## src/rtl/mult_div_unit.sv

```systemverilog
// Iterative multiply/divide unit producing the HI/LO pair, one bit of work per clock.
// Latency: WIDTH RUN cycles + 1 FIX cycle, done in cycle WIDTH+2; divide-by-zero done in cycle 1.
// Backpressure: none; start is ignored while busy, no queueing.
module mult_div_unit #(
   parameter int WIDTH = 32
) (
   input  logic             clk,
   input  logic             reset,
   input  logic             start,
   input  logic             op_div,
   input  logic             sgn,
   input  logic [WIDTH-1:0] a,
   input  logic [WIDTH-1:0] b,
   output logic [WIDTH-1:0] hi,
   output logic [WIDTH-1:0] lo,
   output logic             busy,
   output logic             done,
   output logic             div_zero
);

   localparam int CW = $clog2(WIDTH + 1);

   typedef enum logic [1:0] {IDLE, RUN, FIX, DONE} state_t;

   state_t             state;
   logic [CW-1:0]      cnt;
   logic               op_div_q;
   logic               neg_res;   // product sign (mul) or quotient sign (div)
   logic               neg_rem;   // remainder follows the dividend's sign
   logic [WIDTH-1:0]   opnd;      // |multiplicand| or |divisor|
   logic [2*WIDTH-1:0] acc;       // mul: {partial, multiplier}; div: {remainder, dividend/quotient}

   logic [WIDTH-1:0]   abs_a;
   logic [WIDTH-1:0]   abs_b;
   logic [WIDTH:0]     mul_sum;
   logic [2*WIDTH-1:0] mul_next;
   logic [WIDTH:0]     rem_sh;
   logic               rem_ge;
   logic [WIDTH-1:0]   rem_sub;
   logic [2*WIDTH-1:0] div_next;
   logic [2*WIDTH-1:0] prod_fix;
   logic [WIDTH-1:0]   quo_fix;
   logic [WIDTH-1:0]   rem_fix;

   // Operand magnitudes, one shift-add / restoring-divide step, and final sign correction.
   always_comb begin
      abs_a    = (sgn && a[WIDTH-1]) ? -a : a;
      abs_b    = (sgn && b[WIDTH-1]) ? -b : b;

      // Carry out of the add is kept so the shift never loses the top product bit.
      mul_sum  = {1'b0, acc[2*WIDTH-1:WIDTH]} + (acc[0] ? {1'b0, opnd} : {(WIDTH+1){1'b0}});
      mul_next = {mul_sum, acc[WIDTH-1:1]};

      // Partial remainder can briefly need WIDTH+1 bits after the shift-in.
      rem_sh   = {acc[2*WIDTH-1:WIDTH], acc[WIDTH-1]};
      rem_ge   = (rem_sh >= {1'b0, opnd});
      rem_sub  = rem_sh[WIDTH-1:0] - opnd;
      div_next = {(rem_ge ? rem_sub : rem_sh[WIDTH-1:0]), acc[WIDTH-2:0], rem_ge};

      prod_fix = neg_res ? -acc : acc;
      quo_fix  = neg_res ? -acc[WIDTH-1:0] : acc[WIDTH-1:0];
      rem_fix  = neg_rem ? -acc[2*WIDTH-1:WIDTH] : acc[2*WIDTH-1:WIDTH];
   end

   // Control FSM with registered busy/done/div_zero and the iteration datapath.
   always_ff @(posedge clk) begin
      if (reset) begin
         state    <= IDLE;
         cnt      <= '0;
         op_div_q <= 1'b0;
         neg_res  <= 1'b0;
         neg_rem  <= 1'b0;
         opnd     <= '0;
         acc      <= '0;
         hi       <= '0;
         lo       <= '0;
         busy     <= 1'b0;
         done     <= 1'b0;
         div_zero <= 1'b0;
      end else begin
         done     <= 1'b0;
         div_zero <= 1'b0;
         case (state)
            IDLE, DONE: begin
               state <= IDLE;
               if (start) begin
                  op_div_q <= op_div;
                  neg_res  <= sgn & (a[WIDTH-1] ^ b[WIDTH-1]);
                  neg_rem  <= sgn & a[WIDTH-1];
                  opnd     <= abs_b;
                  acc      <= {{WIDTH{1'b0}}, abs_a};
                  cnt      <= CW'(WIDTH);
                  if (op_div && (b == '0)) begin
                     // No iterations: flag and finish immediately, hi/lo untouched.
                     state    <= DONE;
                     done     <= 1'b1;
                     div_zero <= 1'b1;
                  end else begin
                     state <= RUN;
                     busy  <= 1'b1;
                  end
               end
            end
            RUN: begin
               acc <= op_div_q ? div_next : mul_next;
               cnt <= cnt - 1'b1;
               if (cnt == CW'(1)) begin
                  state <= FIX;
               end
            end
            FIX: begin
               if (op_div_q) begin
                  hi <= rem_fix;
                  lo <= quo_fix;
               end else begin
                  hi <= prod_fix[2*WIDTH-1:WIDTH];
                  lo <= prod_fix[WIDTH-1:0];
               end
               state <= DONE;
               busy  <= 1'b0;
               done  <= 1'b1;
            end
            default: begin
               state <= IDLE;
               busy  <= 1'b0;
            end
         endcase
      end
   end

endmodule
```

## config.mk

```make
export PLATFORM = sky130hd
export DESIGN_NAME = mult_div_unit
export DESIGN_NICKNAME = d
export VERILOG_FILES = /design/src/rtl/mult_div_unit.sv
export SDC_FILE = /design/constraint.sdc
export NUM_CORES = 1
export LEC_CHECK = 0
export CORE_AREA = 2 2 171 240
export DETAILED_ROUTE_END_ITERATION = 8
export DIE_AREA = 0 0 173 242
export GPL_ROUTABILITY_DRIVEN = 0
export SYNTH_ARGS = -nofsm -noshare
export SYNTH_HDL_FRONTEND = slang
export SYNTH_SLANG_ARGS = --single-unit
```

## constraint.sdc

```tcl
create_clock -name clk -period 5.6 [get_ports clk]
set_input_delay 1.68 -clock clk [delete_from_list [all_inputs] [get_ports clk]]
set_output_delay 1.68 -clock clk [all_outputs]
set_load 0.005 [all_outputs]
```

==> results_tabular.tex, run 1 <==
\begin{tabular}{lr}
\hline
Metric & Value \\
\hline
\multicolumn{2}{l}{\textbf{Floorplan}} \\
Width of the die & 173 µm \\
Row cnt & 87 \\
Die ar. & 0.0419 mm² \\
Initial core utilization & 34.6\% \\
Y dimension of the die & 242 µm \\
Area of the placeable core & 0.0398 mm² \\
Top Ports & 136 \\
\multicolumn{2}{l}{\textbf{Clock network}} \\
Maximum clock path buffer count & 2 \\
Number of gates resized after cts & 0 \\
Reg clk slew, reported paths & 0.07 ns \\
Number of CTS-inserted buffers & 17 \\
Post-CTS Setup Repair Bufs & 0 \\
Insertion delay to the later sink of the worst-skew pair & 0.47 ns \\
CTS root buf & clkbuf\_16 \\
Clock tree from TritonCTS & done \\
Maximum level of the CTS H-tree & 4 \\
Clock sinks & 174 \\
Hold\_buf cts & 0 \\
\multicolumn{2}{l}{\textbf{Setup path}} \\
Crit-path max cell delay & 0.47 ns \\
Type of the setup path with the least slack & in -> reg \\
Most frequent cell on the critical path & nand2\_1 \\
Slowest cell on the critical path & clkdlybuf4s50\_1 \\
List of cells traversed by the critical path & clkdlybuf4s50\_1 -> inv\_1 -> ha\_1 -> nor3b\_1 -> nor4b\_4 -> and3b\_1 -> nand2\_1 -> and4bb\_1 -> nand2\_1 -> a211oi\_1 \\
Worst path required time & 5.98 ns \\
Worst Setup Start Kind & primary input \\
Capturing element type of the critical path & flip-flop \\
Number of buffers and inverters on the critical path & 2 \\
Critical Path Fanout Max & 6 \\
Top delay family on crit path & simple AND/OR/NAND/NOR gates \\
Data arrival time at the worst-slack endpoint & 4.58 ns \\
\multicolumn{2}{l}{\textbf{Timing}} \\
Number of setup violations in the final report & 0 \\
Setup repair after global routing missed its margin & no \\
Highest Clock Rate & 238 MHz \\
Total negative setup slack & 0 ns \\
Fraction of the cycle the final worst path needs & 74.9\% \\
Worst Tran Pin Value & 1.14 ns \\
Minimum hold slack & 0.455 ns \\
Max-slew violation total from the final report & 0 \\
Post-layout minimum cycle time & 4.20 ns \\
Max Clock Skew & 0.0164 ns \\
Count of final hold-check violations & 0 \\
Max-Slew Margin vs Limit & 23.8\% \\
\multicolumn{2}{l}{\textbf{Logic synthesis}} \\
Top\_reg\_cell synth & dfxtp\_1 \\
Combined area of all synthesized cells & 0.0138 mm² \\
Cell count after synthesis & 1846 \\
Number of synthesized flops with an enable pin & 0 \\
Synthesized area per cell & 7.47 µm² \\
Yosys warnings & 0 \\
Distinct cell type count after synthesis & 81 \\
Number of storage elements in the synthesis netlist & 174 \\
Register area share after synthesis & 25.3\% \\
Largest cells by area after synthesis & dfxtp\_1 (25\%), ha\_1 (6.5\%), nand2\_1 (5.7\%) \\
Portion of synthesized cell area occupied by the leading cell type & 25.3\% \\
Number of nets produced by synthesis & 1989 \\
Synth area leader & dfxtp\_1 \\
Fraction of registers with async set or reset after synthesis & 0\% \\
\multicolumn{2}{l}{\textbf{Place}} \\
Port Buf Inserts & 135 \\
HPWL after detailed placement & 35.9 mm \\
\multicolumn{2}{l}{\textbf{Routing}} \\
Total wire length after detailed routing & 46.5 mm \\
Total number of vias & 13700 \\
DRC & 0 \\
Vias per cell & 5.59 \\
Post-route ant nets & 0 \\
First DRT Iteration DRCs & 968 \\
Length of the first detailed-routing pass in iterations & 6 \\
Wire length per cell & 19.0 µm \\
\multicolumn{2}{l}{\textbf{Outcome}} \\
Outcome & finished clean \\
\multicolumn{2}{l}{\textbf{Hold path}} \\
Hold Path Class & reg -> reg \\
\multicolumn{2}{l}{\textbf{GRT}} \\
Sum of overflow across all layers after global routing & 0 \\
Initial antenna violation count & 0 \\
All-layer global routing usage & 21.6\% \\
Maximum number of pins on one net before global-route repair & 89 \\
Wire length of the first global-routing pass & 71.9 mm \\
Via count of the first global-routing pass & 13000 \\
\multicolumn{2}{l}{\textbf{Finish}} \\
Commonest cells after routing, fill and taps aside & nand2\_1 (208), nor2\_1 (203), dfxtp\_1 (173), a21oi\_1 (149), clkdlybuf4s50\_1 (134) \\
Layout overhead on the synthesized area & 16.5\% \\
Sequential cell area & 0.00349 mm² \\
Area occupied by multi-input gates & 0.00946 mm² \\
Total number of nets in the final design & 2040 \\
Most common cell after layout, fill and taps aside & nand2\_1 \\
Share of cells above drive strength 1 & 4.40\% \\
Antenna diodes & 0 \\
Filler Cells Inserted & 4161 \\
\multicolumn{2}{l}{\textbf{Pwr}} \\
Largest vdd supply drop & 0.244 mV \\
PwrDens & 391 mW/mm² \\
Power Total & 6290 µW \\
Leak pwr & 0.00589 µW \\
\multicolumn{2}{l}{\textbf{Job}} \\
Reported max-cap violation count & 0 \\
\hline
\end{tabular}
-- layout make-up --
| cell class | count | share of cell area, % |
|---|---|---|
| inverter | 81 | 1.89 |
| sequential | 174 | 21.7 |
| multi-input combinational | 1468 | 58.9 |
| tap | 534 | 4.16 |
| timing repair buffer | 155 | 9.33 |
| clock inverter | 15 | 1.42 |
| clock buffer | 17 | 2.65 |
-- power breakdown --
| part | switching [µW] | total (µW) | internal, µW |
|---|---|---|---|
| Combinational | 1770 | 3000 | 1230 |
| Clock | 597 | 1360 | 767 |
| Sequential | 366 | 1920 | 1550 |
-- worst paths after layout --
kind	from	end	slack [ns]	depth (start not counted)
min	opnd[31]$_SDFFE_PP0P_	opnd[31]$_SDFFE_PP0P_	0.45	2
min reg2reg	opnd[31]$_SDFFE_PP0P_	opnd[31]$_SDFFE_PP0P_	0.45	2
max	b[0]	done$_SDFF_PP0_	1.40	10
max reg2reg	acc[0]$_SDFFE_PP0P_	hi[18]$_SDFFE_PP0P_	1.58	10
-- worst register-to-register path: cells and delay by family (launching register included) --
family	cells	cell delay [ns]
AOI/OAI and AO/OA	3	0.92
xor gates and xnor gates	1	0.39
adders and majority gates	1	0.30
buffers and inverters	2	0.97
DFF	1	0.33
and+or+nand+nor	3	0.95
-- flip-flops by register name (all words and copies together), names as in the netlist, 2 cells and up --
name	count
lo	32
hi	32
acc	64
cnt	6
opnd	32
state	2
-- Yosys cell counts, types with 6 or more instances --
library cell	count
xor2_1	75
o22ai_1	26
a22o_1	14
nor2_1	204
xnor2_1	89
o21ai_0	103
and2_1	11
o41ai_1	13
nand4_1	16
o31ai_1	15
clkbuf_1	95
o21bai_1	16
nor4_1	19
a21o_1	19
o21a_1	12
or3_1	14
nand2_1	208
nor2b_1	6
or2_2	7
nand3_1	19
o211ai_1	40
or4_1	17
ha_1	72
a311oi_1	11
nor3_1	39
a211oi_1	80
inv_1	81
nand2b_1	15
a31oi_1	21
dfxtp_1	174
mux2i_1	50
and3_1	10
buf_1	6
a21oi_1	149
-- metrics by stage --
step / cells / utilization [%] / worst slack, ns / cell area (µm²)
after floorplan: 1846 / - / 1.82 / 13800
after global placement: 2412 / 38.7 / 1.02 / 15400
after detailed placement: 2412 / 38.7 / 0.928 / 15400
after CTS: 2444 / 40.3 / 1.42 / 16100
after global routing: 2444 / 40.3 / 1.12 / 16100
final: 2444 / 40.3 / 1.40 / 16100
-- per-layer routing --
| layer | up-vias | global-route usage [%] | part of all wire, % |
|---|---|---|---|
| li1 | 6734 | - | - |
| met1 | 6406 | 23.1 | 38 |
| met2 | 391 | 38.8 | 51 |
| met3 | 133 | 3.15 | 4.0 |
| met4 | 0 | 14.9 | 7.0 |
| met5 | - | 0 | 0 |
-- cell families (layout without fill, tap and decap cells) --
logic type               Yosys count  count (layout)  share of synthesized area, %
AND/OR/NAND/NOR                  617             617                          21.0
flip-flops                       174             174                          25.3
XOR/XNOR                         164             164                          10.4
AO/OA/AOI/OAI                    558             558                          26.1
multiplexers                      55              55                          4.04
buffers and inverters            204             268                          6.33
adder cells (fa/ha/maj)           74              74                          6.82
(Power assumes the default switching activity.)
==> run 2, diff against run 1 <==
==> constraint.sdc (replaced) <==
create_clock -name clk -period 3.9 [get_ports clk]
set_input_delay 1.17 -clock clk [delete_from_list [all_inputs] [get_ports clk]]
set_output_delay 1.17 -clock clk [all_outputs]
set_load 0.005 [all_outputs]
==> run 2 against run 1 <==
Compared with the run above:
- wire length up 3.1%
- total power is 44% higher
- combinational power increased by 50%
- core utilization is 1.3 points higher
- clock-buffer cell count unchanged
- via count increased by 3.2%
- register-to-register slack got worse by 1.2 ns
- non-clock buffer count increased by 71
- clock power increased by 32%
- worst setup slack got worse by 1.1 ns
- clock skew grew 0.0090 ns
- critical path type is now reg -> reg
==> results_tabular.tex, run 2 (synthesis gave the netlist of run 1 again) <==
\begin{tabular}{lr}
\hline
Metric & Value \\
\hline
\multicolumn{2}{l}{\textbf{Finish}} \\
Total number of nets in the final design & 2111 (was 2040) \\
Most common cell after layout, fill and taps aside & nand2\_1 (unchanged) \\
Share of cells above drive strength 1 & 7.82\% (was 4.40\%) \\
Filler Cells Inserted & 4178 (was 4161) \\
Post-layout instance count excluding filler cells & 2515 (was 2444) \\
Commonest cells after routing, fill and taps aside & nand2\_1 (208), nor2\_1 (203), dfxtp\_1 (173), a21oi\_1 (149), clkdlybuf4s50\_1 (134) (unchanged) \\
Antenna diodes & 0 (unchanged) \\
Total non-filler cell area in the finished layout & 0.0166 mm² (was 0.0161 mm²) \\
Register ranked first by flip-flop count & acc (unchanged) \\
Largest register FFs & 64 (unchanged) \\
Layout overhead on the synthesized area & 20.1\% (was 16.5\%) \\
\multicolumn{2}{l}{\textbf{Timing}} \\
Number of setup violations in the final report & 0 (unchanged) \\
Max Clock Skew & 0.0254 ns (was 0.0164 ns) \\
Highest Clock Rate & 282 MHz \\
Max-slew violation total from the final report & 0 (unchanged) \\
Count of final hold-check violations & 0 (unchanged) \\
Worst Tran Pin Value & 1.07 ns (was 1.14 ns) \\
Max-Slew Margin vs Limit & 28.7\% (was 23.8\%) \\
Setup repair after global routing missed its margin & no (unchanged) \\
Post-layout minimum cycle time & 3.55 ns \\
Total negative setup slack & 0 ns (unchanged) \\
Fraction of the cycle the final worst path needs & 91.1\% \\
\multicolumn{2}{l}{\textbf{Floorplan}} \\
Area of the placeable core & 0.0398 mm² (unchanged) \\
Top Ports & 136 (unchanged) \\
Die ar. & 0.0419 mm² (unchanged) \\
Initial core utilization & 34.6\% (unchanged) \\
Y dimension of the die & 242 µm (unchanged) \\
Row cnt & 87 (unchanged) \\
Width of the die & 173 µm (unchanged) \\
\multicolumn{2}{l}{\textbf{Pwr}} \\
Largest vdd supply drop & 0.351 mV (was 0.244 mV) \\
Leak pwr & 0.00624 µW (was 0.00589 µW) \\
PwrDens & 546 mW/mm² (was 391 mW/mm²) \\
\multicolumn{2}{l}{\textbf{Routing}} \\
Total wire length after detailed routing & 48.0 mm (was 46.5 mm) \\
Vias per cell & 5.61 (was 5.59) \\
Total number of vias & 14100 (was 13700) \\
Length of the first detailed-routing pass in iterations & 5 (was 6) \\
Post-route ant nets & 0 (unchanged) \\
DRC & 0 (unchanged) \\
Wire length per cell & 19.1 µm (was 19.0 µm) \\
First DRT Iteration DRCs & 956 (was 968) \\
\multicolumn{2}{l}{\textbf{GRT}} \\
Global routing usage on met1 & 23.3\% (was 23.1\%) \\
Maximum number of pins on one net before global-route repair & 71 (was 89) \\
Initial antenna violation count & 0 (unchanged) \\
Wire length of the first global-routing pass & 74.6 mm (was 71.9 mm) \\
Sum of overflow across all layers after global routing & 0 (unchanged) \\
Met2 Track Usage GR & 41.4\% (was 38.8\%) \\
Gr busiest metal & met2 (unchanged) \\
Via count of the first global-routing pass & 13700 (was 13000) \\
All-layer global routing usage & 22.4\% (was 21.6\%) \\
Met3 demand-to-capacity share in global routing & 2.95\% (was 3.15\%) \\
\multicolumn{2}{l}{\textbf{Place}} \\
Port Buf Inserts & 135 (unchanged) \\
Area post-placement & 0.0160 mm² (was 0.0154 mm²) \\
HPWL after detailed placement & 37.4 mm (was 35.9 mm) \\
Total placed cells including tap cells & 2483 (was 2412) \\
\multicolumn{2}{l}{\textbf{Setup path}} \\
Most frequent cell on the critical path & inv\_1 (was nand2\_1) \\
Slowest cell on the critical path & o41a\_1 (was clkdlybuf4s50\_1) \\
Capturing element type of the critical path & flip-flop (unchanged) \\
Crit-path max cell delay & 0.43 ns (was 0.47 ns) \\
Type of the setup path with the least slack & reg -> reg (was in -> reg) \\
Top delay family on crit path & compound AO/OA/AOI/OAI gates (was simple AND/OR/NAND/NOR gates) \\
Worst Setup Start Kind & flip-flop (was primary input) \\
Number of cells traversed by the worst register-to-register path & 13 (was 10) \\
Crit Reg-Reg Startpoint & acc[31]\$\_SDFFE\_PP0P\_ (was acc[0]\$\_SDFFE\_PP0P\_) \\
List of cells traversed by the critical path & inv\_1 -> ha\_1 -> inv\_1 -> fa\_1 -> a21oi\_1 -> o22ai\_1 -> o41a\_1 -> a21boi\_0 -> o21ai\_0 -> o21bai\_1 -> mux2\_2 -> nand3\_1 -> a32o\_1 (was clkdlybuf4s50\_1 -> inv\_1 -> ha\_1 -> nor3b\_1 -> nor4b\_4 -> and3b\_1 -> nand2\_1 -> and4bb\_1 -> nand2\_1 -> a211oi\_1) \\
Number of buffers and inverters on the critical path & 2 (unchanged) \\
Launch point of the critical path & acc[31]\$\_SDFFE\_PP0P\_ (was b[0]) \\
Worst path required time & 4.25 ns (was 5.98 ns) \\
Data arrival time at the worst-slack endpoint & 3.90 ns (was 4.58 ns) \\
Critical Path Fanout Max & 4 (was 6) \\
Cell count along the critical path & 13 (was 10) \\
\multicolumn{2}{l}{\textbf{Hold path}} \\
Hold depth & 2 (unchanged) \\
Start point of the worst min-delay path & opnd[31]\$\_SDFFE\_PP0P\_ (unchanged) \\
Hold Path Class & reg -> reg (unchanged) \\
\multicolumn{2}{l}{\textbf{Clock network}} \\
Insertion delay to the later sink of the worst-skew pair & 0.48 ns (was 0.47 ns) \\
CTS root buf & clkbuf\_16 (unchanged) \\
Maximum level of the CTS H-tree & 4 (unchanged) \\
Post-CTS Setup Repair Bufs & 0 (unchanged) \\
Number of gates resized after cts & 0 (unchanged) \\
Hold\_buf cts & 0 (unchanged) \\
Clock tree from TritonCTS & done (unchanged) \\
Clock sinks & 174 (unchanged) \\
Maximum clock path buffer count & 2 (unchanged) \\
Number of CTS-inserted buffers & 17 (unchanged) \\
Reg clk slew, reported paths & 0.08 ns (was 0.07 ns) \\
\multicolumn{2}{l}{\textbf{Job}} \\
Reported max-cap violation count & 0 (unchanged) \\
\multicolumn{2}{l}{\textbf{Outcome}} \\
Outcome & finished clean (unchanged) \\
\hline
\end{tabular}
## run 2: area by class of cell
class                   instances  area (µm²)  area share, %
clock buffers                  17         425           2.57
clock inverters                15         169           1.02
multi-input cells            1468        9460           57.1
repair buffers                226        2060           12.4
well taps                     534         668           4.03
flip-flops and latches        174        3490           21.0
inverters                      81         304           1.83
## run 2: power by group
part / total (µW) / internal (µW) / switching [µW]
registers: 2750 / 2230 / 517
clock network: 1800 / 915 / 888
logic: 4500 / 1890 / 2610
total: 9050 / 5030 / 4020
## run 2: path summary, 6_finish.rpt
path              slack [ns]                    end
setup / recovery        0.35   acc[62]$_SDFFE_PP0P_
hold / removal          0.46  opnd[31]$_SDFFE_PP0P_
setup reg to reg        0.35   acc[62]$_SDFFE_PP0P_
hold reg to reg         0.46  opnd[31]$_SDFFE_PP0P_
## run 2: routing by layer
layer | up-vias | routed length (µm)
li1 | 6893 | -
met1 | 6643 | 18300
met2 | 429 | 24600
met3 | 142 | 1860
met4 | 0 | 3270
met5 | - | 0
## run 2: tightest hold or removal path: stages, from the launching register on
cell and delay (ns):
dfxtp_1 0.32, nand2_1 0.05, a21oi_1 0.05
## run 2: through the flow
step | hold slack, ns | utilization (%) | total power [µW] | setup WS [ns]
finish | 0.464 | 41.6 | 9050 | 0.349
global route | 0.497 | 41.6 | 9620 | 0.0901
CTS | 0.467 | 41.6 | 9060 | 0.389
detailed placement | 0.455 | 40.1 | 7260 | 0.112
global placement | 0.447 | 40.1 | 7200 | 0.104
floorplan | 0.432 | - | 5610 | 0.630
==> run 3, diff against run 2 <==
--- a/config.mk
+++ b/config.mk
@@ -9,6 +9,7 @@
 export DETAILED_ROUTE_END_ITERATION = 8
 export DIE_AREA = 0 0 173 242
 export GPL_ROUTABILITY_DRIVEN = 0
+export PLACE_DENSITY = 0.61
 export SYNTH_ARGS = -nofsm -noshare
 export SYNTH_HDL_FRONTEND = slang
 export SYNTH_SLANG_ARGS = --single-unit
==> run 3 against run 2 <==
Compared with the run above:
- the run now ends with design-rule violations left
- combinational power about the same
- first-iteration DRC count up 10%
- worst hold slack better by 0.0018 ns
- critical endpoint unchanged
- global-route usage down 0.45 points
- clock power down 4%
- via count up 0.13%
- core utilization about the same
==> results_tabular.tex, run 3 (synthesis gave the netlist of run 1 again) <==
\begin{tabular}{lr}
\hline
Metric & Value \\
\hline
\multicolumn{2}{l}{\textbf{Outcome}} \\
Outcome & finished with violations (was finished clean) \\
Violations in the final reports & design-rule violations \\
\multicolumn{2}{l}{\textbf{Timing}} \\
Post-layout minimum cycle time & 3.51 ns (was 3.55 ns) \\
Highest Clock Rate & 285 MHz (was 282 MHz) \\
Total negative setup slack & 0 ns (unchanged) \\
Number of setup violations in the final report & 0 (unchanged) \\
Max-slew violation total from the final report & 0 (unchanged) \\
Worst Tran Pin Value & 0.985 ns (was 1.07 ns) \\
Setup repair after global routing missed its margin & no (unchanged) \\
Fraction of the cycle the final worst path needs & 89.9\% (was 91.1\%) \\
Post-layout worst setup margin & 0.393 ns (was 0.349 ns) \\
Max Clock Skew & 0.0198 ns (was 0.0254 ns) \\
Max-Slew Margin vs Limit & 34.3\% (was 28.7\%) \\
Count of final hold-check violations & 0 (unchanged) \\
\multicolumn{2}{l}{\textbf{GRT}} \\
Sum of overflow across all layers after global routing & 0 (unchanged) \\
Initial antenna violation count & 0 (unchanged) \\
Maximum number of pins on one net before global-route repair & 143 (was 71) \\
Via count of the first global-routing pass & 13700 (about the same) \\
Wire length of the first global-routing pass & 73.2 mm (was 74.6 mm) \\
All-layer global routing usage & 21.9\% (was 22.4\%) \\
\multicolumn{2}{l}{\textbf{Routing}} \\
Vias per cell & 5.61 (about the same) \\
Total number of vias & 14100 (about the same) \\
Length of the first detailed-routing pass in iterations & 8 (was 5) \\
Wire length per cell & 18.8 µm (was 19.1 µm) \\
First DRT Iteration DRCs & 1053 (was 956) \\
Post-route ant nets & 0 (unchanged) \\
Total wire length after detailed routing & 47.4 mm (was 48.0 mm) \\
DRC & 1 (was 0) \\
\multicolumn{2}{l}{\textbf{Setup path}} \\
Data arrival time at the worst-slack endpoint & 3.88 ns (was 3.90 ns) \\
Most frequent cell on the critical path & inv\_1 (unchanged) \\
Worst Setup Start Kind & flip-flop (unchanged) \\
Crit Reg-Reg Startpoint & acc[31]\$\_SDFFE\_PP0P\_ (unchanged) \\
Number of cells traversed by the worst register-to-register path & 13 (unchanged) \\
Cell count along the critical path & 13 (unchanged) \\
Worst setup path end & acc[62]\$\_SDFFE\_PP0P\_ (unchanged) \\
List of cells traversed by the critical path & inv\_1 -> ha\_1 -> inv\_1 -> fa\_1 -> a21oi\_1 -> o22ai\_1 -> o41a\_1 -> a21boi\_0 -> o21ai\_0 -> o21bai\_1 -> mux2\_2 -> nand3\_1 -> a32o\_1 (unchanged) \\
Worst reg-to-reg setup slack & 0.39 ns (was 0.35 ns) \\
Slowest cell on the critical path & o41a\_1 (unchanged) \\
Top delay family on crit path & compound AO/OA/AOI/OAI gates (unchanged) \\
Critical Path Fanout Max & 4 (unchanged) \\
Launch point of the critical path & acc[31]\$\_SDFFE\_PP0P\_ (unchanged) \\
R2R Path End & acc[62]\$\_SDFFE\_PP0P\_ (unchanged) \\
Crit-path max cell delay & 0.42 ns (was 0.43 ns) \\
Number of buffers and inverters on the critical path & 2 (unchanged) \\
Worst path required time & 4.27 ns (was 4.25 ns) \\
Type of the setup path with the least slack & reg -> reg (unchanged) \\
Capturing element type of the critical path & flip-flop (unchanged) \\
\multicolumn{2}{l}{\textbf{Clock network}} \\
Clock tree from TritonCTS & done (unchanged) \\
Number of gates resized after cts & 0 (unchanged) \\
Maximum clock path buffer count & 2 (unchanged) \\
Reg clk slew, reported paths & 0.08 ns (about the same) \\
Post-CTS Setup Repair Bufs & 0 (unchanged) \\
Insertion delay to the later sink of the worst-skew pair & 0.47 ns (was 0.48 ns) \\
CTS root buf & clkbuf\_16 (unchanged) \\
Hold\_buf cts & 0 (unchanged) \\
Number of CTS-inserted buffers & 17 (unchanged) \\
Maximum level of the CTS H-tree & 4 (unchanged) \\
Clock sinks & 174 (unchanged) \\
\multicolumn{2}{l}{\textbf{Finish}} \\
Layout overhead on the synthesized area & 20.2\% (was 20.1\%) \\
Post-layout instance count excluding filler cells & 2519 (was 2515) \\
Antenna diodes & 0 (unchanged) \\
Most common cell after layout, fill and taps aside & nand2\_1 (unchanged) \\
Share of cells above drive strength 1 & 7.96\% (was 7.82\%) \\
Register ranked first by flip-flop count & acc (unchanged) \\
Commonest cells after routing, fill and taps aside & nand2\_1 (208), nor2\_1 (203), dfxtp\_1 (173), a21oi\_1 (149), clkdlybuf4s50\_1 (134) (unchanged) \\
Total number of nets in the final design & 2115 (was 2111) \\
Largest register FFs & 64 (unchanged) \\
\multicolumn{2}{l}{\textbf{Floorplan}} \\
Die ar. & 0.0419 mm² (unchanged) \\
Initial core utilization & 34.6\% (unchanged) \\
Width of the die & 173 µm (unchanged) \\
Area of the placeable core & 0.0398 mm² (unchanged) \\
Y dimension of the die & 242 µm (unchanged) \\
Row cnt & 87 (unchanged) \\
Top Ports & 136 (unchanged) \\
\multicolumn{2}{l}{\textbf{Hold path}} \\
Hold depth & 2 (unchanged) \\
Hold Path Class & reg -> reg (unchanged) \\
\multicolumn{2}{l}{\textbf{Place}} \\
Post-Place Worst Slack & 0.0312 ns (was 0.112 ns) \\
HPWL after detailed placement & 37.0 mm (was 37.4 mm) \\
Total placed cells including tap cells & 2487 (was 2483) \\
Port Buf Inserts & 135 (unchanged) \\
\multicolumn{2}{l}{\textbf{Pwr}} \\
Power Total & 8940 µW (was 9050 µW) \\
Leak pwr & 0.00625 µW (was 0.00624 µW) \\
Largest vdd supply drop & 0.376 mV (was 0.351 mV) \\
PwrDens & 539 mW/mm² (was 546 mW/mm²) \\
\multicolumn{2}{l}{\textbf{Job}} \\
Reported max-cap violation count & 0 (unchanged) \\
\hline
\end{tabular}
[run 3: changes by cell type in the layout (fill, tap and decap cells not counted), sizes merged]
cell    before  now
buf         92   96
bufinv       1    0
clkbuf      17   19
clkinv       4    3
[run 3: report_power, final]
part | internal [µW] | total (µW) | leakage (µW) | switching [µW]
registers | 2230 | 2730 | 0.00142 | 503
logic | 1880 | 4490 | 0.00455 | 2600
clock network | 861 | 1720 | 0.000277 | 859
total | 4980 | 8940 | 0.00625 | 3960
[run 3: area by class of cell]
class / instances / area [µm²]
Multi-Input combinational cell: 1468 / 9460
Inverter: 81 / 304
Fill cell: 4113 / 23300
Sequential cell: 174 / 3490
Tap cell: 534 / 668
Clock inverter: 13 / 119
Clock buffer: 19 / 443
Timing Repair Buffer: 230 / 2100
[run 3: metal layers]
layer	wire (µm)	GRT usage [%]	vias up
met5	0	0	-
met4	3140	14.4	0
met3	2070	3.04	153
met2	24400	40.5	490
met1	17800	23.1	6594
li1	-	-	6888
[run 3: worst min path at each step]
stage | start | to | slack [ns]
3_5_place_dp | opnd[31]$_SDFFE_PP0P_ | opnd[31]$_SDFFE_PP0P_ | 0.46
5_1_grt | hi[2]$_SDFFE_PP0P_ | hi[2]$_SDFFE_PP0P_ | 0.50
4_1_cts | opnd[31]$_SDFFE_PP0P_ | opnd[31]$_SDFFE_PP0P_ | 0.46
3_3_place_gp | opnd[31]$_SDFFE_PP0P_ | opnd[31]$_SDFFE_PP0P_ | 0.45
2_1_floorplan | opnd[31]$_SDFFE_PP0P_ | opnd[31]$_SDFFE_PP0P_ | 0.43
6_report | opnd[31]$_SDFFE_PP0P_ | opnd[31]$_SDFFE_PP0P_ | 0.47
[run 3: worst reg2reg max path: stages, from the launching register on]
cell and delay, ns:
dfxtp_1 0.34, inv_1 0.14, ha_1 0.20, inv_1 0.05, fa_1 0.39, a21oi_1 0.19, o22ai_1 0.13, o41a_1 0.42
a21boi_0 0.36, o21ai_0 0.24, o21bai_1 0.35, mux2_2 0.22, nand3_1 0.07, a32o_1 0.29
[run 3: through the flow]
step	util [%]	area, µm²	hold slack (ns)
after floorplan	-	13800	0.432
after global placement	40.2	16000	0.451
after detailed placement	40.2	16000	0.455
after CTS	41.6	16600	0.465
after global routing	41.6	16600	0.502
final	41.6	16600	0.465
